### src/rtl/serial_word_tx.sv
// Parallel-to-serial word transmitter: shifts a WIDTH-bit word out LSB first with
// first/last framing strobes and an optional idle gap between words.
module serial_word_tx #(
  parameter int unsigned WIDTH = 4,
  parameter int unsigned GAP   = 0
) (
  input  logic             clk,
  input  logic             rst,
  input  logic [WIDTH-1:0] din,
  input  logic             din_valid,
  output logic             din_ready,
  output logic             dataout,
  output logic             dout_valid,
  output logic             first,
  output logic             last,
  output logic             busy
);

  localparam int unsigned CntW = $clog2(WIDTH);
  localparam logic [CntW-1:0] LastBit = CntW'(WIDTH - 1);
  localparam logic [3:0] GapInit = 4'(GAP);
  localparam bit NoGap = (GAP == 0);

  typedef enum logic [1:0] {StIdle, StShift, StGap} state_e;

  state_e            state_q, state_d;
  logic [WIDTH-1:0]  shreg_q, shreg_d;
  logic [CntW-1:0]   bit_cnt_q, bit_cnt_d;
  logic [3:0]        gap_cnt_q, gap_cnt_d;
  logic              dataout_q, dataout_d;
  logic              dout_valid_q, dout_valid_d;
  logic              first_q, first_d;
  logic              last_q, last_d;
  logic              busy_q, busy_d;
  logic              last_bit;

  assign last_bit = (bit_cnt_q == LastBit);

  // With no gap, the last-bit cycle also accepts the next word for bubble-free streaming.
  assign din_ready = (state_q == StIdle) || ((state_q == StShift) && last_bit && NoGap);

  always_ff @(posedge clk) begin
    if (rst) begin
      state_q      <= StIdle;
      shreg_q      <= '0;
      bit_cnt_q    <= '0;
      gap_cnt_q    <= '0;
      dataout_q    <= 1'b0;
      dout_valid_q <= 1'b0;
      first_q      <= 1'b0;
      last_q       <= 1'b0;
      busy_q       <= 1'b0;
    end else begin
      state_q      <= state_d;
      shreg_q      <= shreg_d;
      bit_cnt_q    <= bit_cnt_d;
      gap_cnt_q    <= gap_cnt_d;
      dataout_q    <= dataout_d;
      dout_valid_q <= dout_valid_d;
      first_q      <= first_d;
      last_q       <= last_d;
      busy_q       <= busy_d;
    end
  end

  always_comb begin
    state_d   = state_q;
    shreg_d   = shreg_q;
    bit_cnt_d = bit_cnt_q;
    gap_cnt_d = gap_cnt_q;
    unique case (state_q)
      StIdle: begin
        if (din_valid) begin
          state_d   = StShift;
          shreg_d   = din;
          bit_cnt_d = '0;
        end
      end
      StShift: begin
        if (last_bit) begin
          if (!NoGap) begin
            state_d   = StGap;
            gap_cnt_d = GapInit;
          end else if (din_valid) begin
            shreg_d   = din;
            bit_cnt_d = '0;
          end else begin
            state_d = StIdle;
          end
        end else begin
          shreg_d   = shreg_q >> 1;
          bit_cnt_d = bit_cnt_q + 1'b1;
        end
      end
      StGap: begin
        gap_cnt_d = gap_cnt_q - 1'b1;
        if (gap_cnt_q <= 4'd1) begin
          state_d   = StIdle;
          gap_cnt_d = '0;
        end
      end
      default: state_d = StIdle;
    endcase
  end

  // Outputs are registered from the next state so they line up with the state they describe.
  always_comb begin
    dout_valid_d = (state_d == StShift);
    dataout_d    = dout_valid_d & shreg_d[0];
    first_d      = dout_valid_d && (bit_cnt_d == '0);
    last_d       = dout_valid_d && (bit_cnt_d == LastBit);
    busy_d       = (state_d != StIdle);
  end

  assign dataout    = dataout_q;
  assign dout_valid = dout_valid_q;
  assign first      = first_q;
  assign last       = last_q;
  assign busy       = busy_q;

endmodule

### config.mk
export PLATFORM = sky130hd
export DESIGN_NAME = serial_word_tx
export DESIGN_NICKNAME = d
export VERILOG_FILES = /design/src/rtl/serial_word_tx.sv
export SDC_FILE = /design/constraint.sdc
export NUM_CORES = 1
export LEC_CHECK = 0
export CORE_ASPECT_RATIO = 1.2
export CORE_MARGIN = 2
export CORE_UTILIZATION = 38
export DETAILED_ROUTE_END_ITERATION = 10
export HOLD_SLACK_MARGIN = 0.15
export SETUP_SLACK_MARGIN = 0.05
export SYNTH_ARGS = -nofsm -noshare
export SYNTH_HDL_FRONTEND = slang
export SYNTH_SLANG_ARGS = --single-unit
### constraint.sdc
create_clock -name clk -period 2.28 [get_ports clk]
set_input_delay 0.456 -clock clk [delete_from_list [all_inputs] [get_ports clk]]
set_output_delay 0.456 -clock clk [all_outputs]
set_load 0.05 [all_outputs]
# After elaboration in Yosys (flattened, before gate mapping)
# Index checks and enable logic that the tools add are counted.
[word_totals]
output_inout_bits = 6
regBits = 17
word_cells = 39
input_bits = 7
[op_classes]
eq_ne = 5
order_cmp = 1
add_sub_neg = 2
n_reduce_logical = 8
n_mux = 12
bitwise = 1
[ops]
columns = ["op", "n"]
rows = [
  ["2-bit two-way mux", 6],
  ["4-bit two-way mux", 3],
  ["4-bit one-hot mux with 2 select lines", 1],
  ["2-bit == test, second input constant", 3],
  ["2-bit one-hot mux with 3 select lines", 1],
  ["2-bit by 1-bit == test with 1-bit output, second input constant", 2],
  ["4-bit by 1-bit less-or-equal comparator with 1-bit output, second input constant", 1],
  ["2-bit zero test", 2],
  ["2-bit one-hot mux with 2 select lines", 1],
  ["2-bit nonzero test", 2],
  ["4-bit by 1-bit subtractor with 4-bit output, second input constant", 1],
  ["1-bit logical AND", 3],
  ["2-bit by 1-bit adder with 2-bit output, second input constant", 1],
  ["1-bit AND", 1],
  ["1-bit logical OR", 1],
]

# Depth between registers and ports, before layout
[logic_depth]
depth_word = 5
ltp_mapped = 5
ltp_nobuf = 5

# Worst setup path before layout
# OpenSTA, ideal clock, no wires.
[synth_timing]
path_type = "register to output"
start = "reg bit_cnt_q[0]"
end = "out din_ready"
path_stages_with_launch = 4
setup_slack_ps = 448
t_arrival_ps = 1376
required_time_ps = 1824
n_path_buf = 0
cell_sequence = "dfxtp_1 -> ha_1 -> and2b_4 -> nor2_1"
[synth_between]
elab_chain_len = 3
[synth_lines]
columns = ["item", "line", "rtl"]
rows = [
  ["start: declaration", "28", "logic [CntW-1:0] bit_cnt_q, bit_cnt_d;"],
  ["start signal: assignment", "56", "bit_cnt_q <= bit_cnt_d;"],
  ["2-bit == test", "37", "assign last_bit = (bit_cnt_q == LastBit);"],
  ["1-bit logical AND", "40", "assign din_ready = (state_q == StIdle) || ((state_q == StShift) && last_bit && NoGap);"],
  ["1-bit logical OR", "40", ""],
  ["end: declaration", "11", "output logic din_ready,"],
]
# Every way passes these cells.

# Final worst setup path
[layout_timing]
start = "reg dataout_q, in the netlist dataout"
end = "out dataout"
[layout_lines]
columns = ["item", "line", "rtl"]
rows = [
  ["start: declaration", "30", "logic dataout_q, dataout_d;"],
  ["start signal: assignment", "58", "dataout_q <= dataout_d;"],
  ["end: declaration", "12", "output logic dataout,"],
]
# No word-level cell between the ends.

==> impl_metrics.toml <==
[status]
status = "complete, no violations"

[logic_synthesis]
ys_warn_count = 0
synth_seq_cells = 16
synth_xor_area_frac = 0
synthArstFlopShare = 0
syn_nets = 89
syn_avg_cell_area_um2 = 9.550
synth_cell_types = 33
seq_area_frac_synth = 0.4245
synth_top_family_by_area = "simple AND/OR/NAND/NOR gates"
ys.flop_type = "dfxtp_1"
synth_edf_count = 0
postSynthCellCount = 79
synthSimpleGateAreaFrac = 0.2454
synth.area.mux_share = 0
synthAdderAreaFrac = 0.04975
synth_compound_area_frac = 0.1824
syn_area_um2 = 754.5

[die]
core_um2 = 1851
ios = 13
start_util = 0.4077
dieHeight_um = 52.81
die-area_um2 = 2359
std_cell_rows = 17
die_x_um = 44.68

[power]
p_sw_mw = 0.1454
clkPwrFrac = 0.327
p_int_mw = 0.4232
power_density_nw_per_um2 = 642.9
cellLeakagePower_nw = 0.3325
vdd_drop_max_v = 0.0003015
p_seq_frac = 0.522
sw_frac_of_total = 0.2557
p_comb_frac = 0.150

[global_route]
antenna_found_initial = 0
grt_pass1_wl_um = 2249
grtUsageTotal = 0.1330
grt_pass1_vias = 541
grt_overflow = 0
grt_max_degree = 18

[clock_tree]
clkLatencyLatePin_ns = 0.28
cts_sinks = 16
post_cts_resized = 0
clkTransAtPathRegs_ns = 0.10
cts_tree = "done"
cts_made_buffers = 3
ctsHoldBuffers = 0
cts-root-buf = "clkbuf_4"
cts_setup_buffers = 0
clock_path_buffers = 2
htree_levels = 1

[setup_path]
critical-path-max-stage-delay_ns = 0.79
cpLargestDelayFamily = "buffers and inverters"
crit_slowest_cell = "clkdlybuf4s50_1"
critPathKind = "flop to output port"
critPathRequiredTime_ns = 1.82
crit_path_end_kind = "output port"
crit_fanout = 1
worstPathCellList = "clkdlybuf4s50_1"
critPathBufInv = 1
arrival_ns = 1.40
critPathLaunchType = "flop"

[route]
routed_wl_um = 1303
wl_met2_um = 682
drtIter0Drc = 6
top_layer_used = "met4"
drc = 0
dr.pass1.iters = 3
wl_per_cell_um = 11.85
routed-wl-met3_um = 54
vias = 586
drt-met1-wl_um = 555
ant_nets = 0
avgViaCountPerCell = 5.327

[layout]
layout_commonest_cell = "dfxtp_1"
finalInstanceArea_um2 = 884.6
final_nets = 102
area_growth_pct = 17.25
num_antenna_cells = 0
mostFrequentLayoutCells = "16 x dfxtp_1, 11 x clkdlybuf4s50_1, 8 x a21oi_1"
drive_gt1_frac = 0.1648
postLayoutCoreUtil = 0.4780

[placed_design]
globalplace.congestion = 0.6517
port_buffers = 12
hpwl_um = 969.4
place_ws_ns = 0.4137
place_area_um2 = 848.3

[job]
drv_cap = 0

[timing]
fmax_mhz = 539.7
slew_headroom = 0.6552
worstMarginPinSlew_ns = 0.5156
rsz0062_at_grt = "false"
skew_ns = 0.007515
setup_tns_ns = 0
setup_viol_count_final = 0
final_hold_viol_count = 0
finalCritPeriodShare = 0.8127
slew_violations = 0
period_needed_ns = 1.853
setup_slack_ns = 0.4271
holdWs_ns = 0.4719

[hold_path]
hold_class = "flop to flop"
## through the flow
| stage | total power [mW] | cells |
|---|---|---|
| 3_3_place_gp | 0.3895 | 106 |
| 6_report | 0.5687 | 110 |
| 2_1_floorplan | 0.3649 | 79 |
| 3_5_place_dp | 0.3899 | 106 |
| 4_1_cts | 0.5794 | 110 |
| 5_1_grt | 0.6062 | 110 |
## sequential cells by signal, summed over array words and instances, names as in the netlist
name,flops
gap_cnt_q,4
shreg_q,3
bit_cnt_q,2
state_q,2
busy,1
dataout,1
dout_valid,1
first,1
last,1
## layout make-up
| class | instances | area [um2] |
|---|---|---|
| inverter | 7 | 26.28 |
| clock buffer | 4 | 36.28 |
| multi-input combinational | 52 | 360.3 |
| tap | 19 | 23.77 |
| sequential | 16 | 320.3 |
| fill | 182 | 965.9 |
| timing repair buffer | 12 | 117.6 |
## cell families after synthesis
| group | Yosys count |
|---|---|
| simple gates | 30 |
| compound gates | 19 |
| flops | 16 |
| buf+inv | 11 |
| fa+ha+maj | 3 |
## routing by layer
layer | vias to the layer above | GRT usage
met4 | 0 | 0.09091
met1 | 268 | 0.1405
met5 | - | 0
met3 | 2 | 0.02069
li1 | 308 | -
met2 | 8 | 0.2343
## power by group through the flow
stage | Sequential [mW] | Clock [mW] | Combinational [mW]
global route | 0.299 | 0.214 | 0.0931
finish | 0.297 | 0.186 | 0.0855
global placement | 0.304 | 0 | 0.0858
floorplan | 0.321 | 0 | 0.0442
detailed placement | 0.304 | 0 | 0.0862
CTS | 0.297 | 0.196 | 0.0867
## path summary, 6_finish.rpt
| kind | startpoint | endpoint | slack (ns) | depth (start not counted) |
|---|---|---|---|---|
| setup / recovery | dataout | dataout | 0.43 | 1 |
| hold / removal | shreg_q[1] | dataout | 0.47 | 2 |
| setup reg to reg | bit_cnt_q[0] | shreg_q[1] | 0.73 | 4 |
| hold reg to reg | shreg_q[1] | dataout | 0.47 | 2 |
## Yosys cell counts, types with 2 or more instances
cell,count,area share
o31ai_2,2,0.033
a21oi_1,8,0.053
buf_6,3,0.045
o311ai_0,2,0.023
ha_1,3,0.050
nand2b_1,2,0.017
nand4_1,4,0.033
nand2_1,4,0.020
inv_1,6,0.030
nor2_1,5,0.025
nand3_1,3,0.020
dfxtp_1,16,0.42
(Power assumes the default switching activity.)
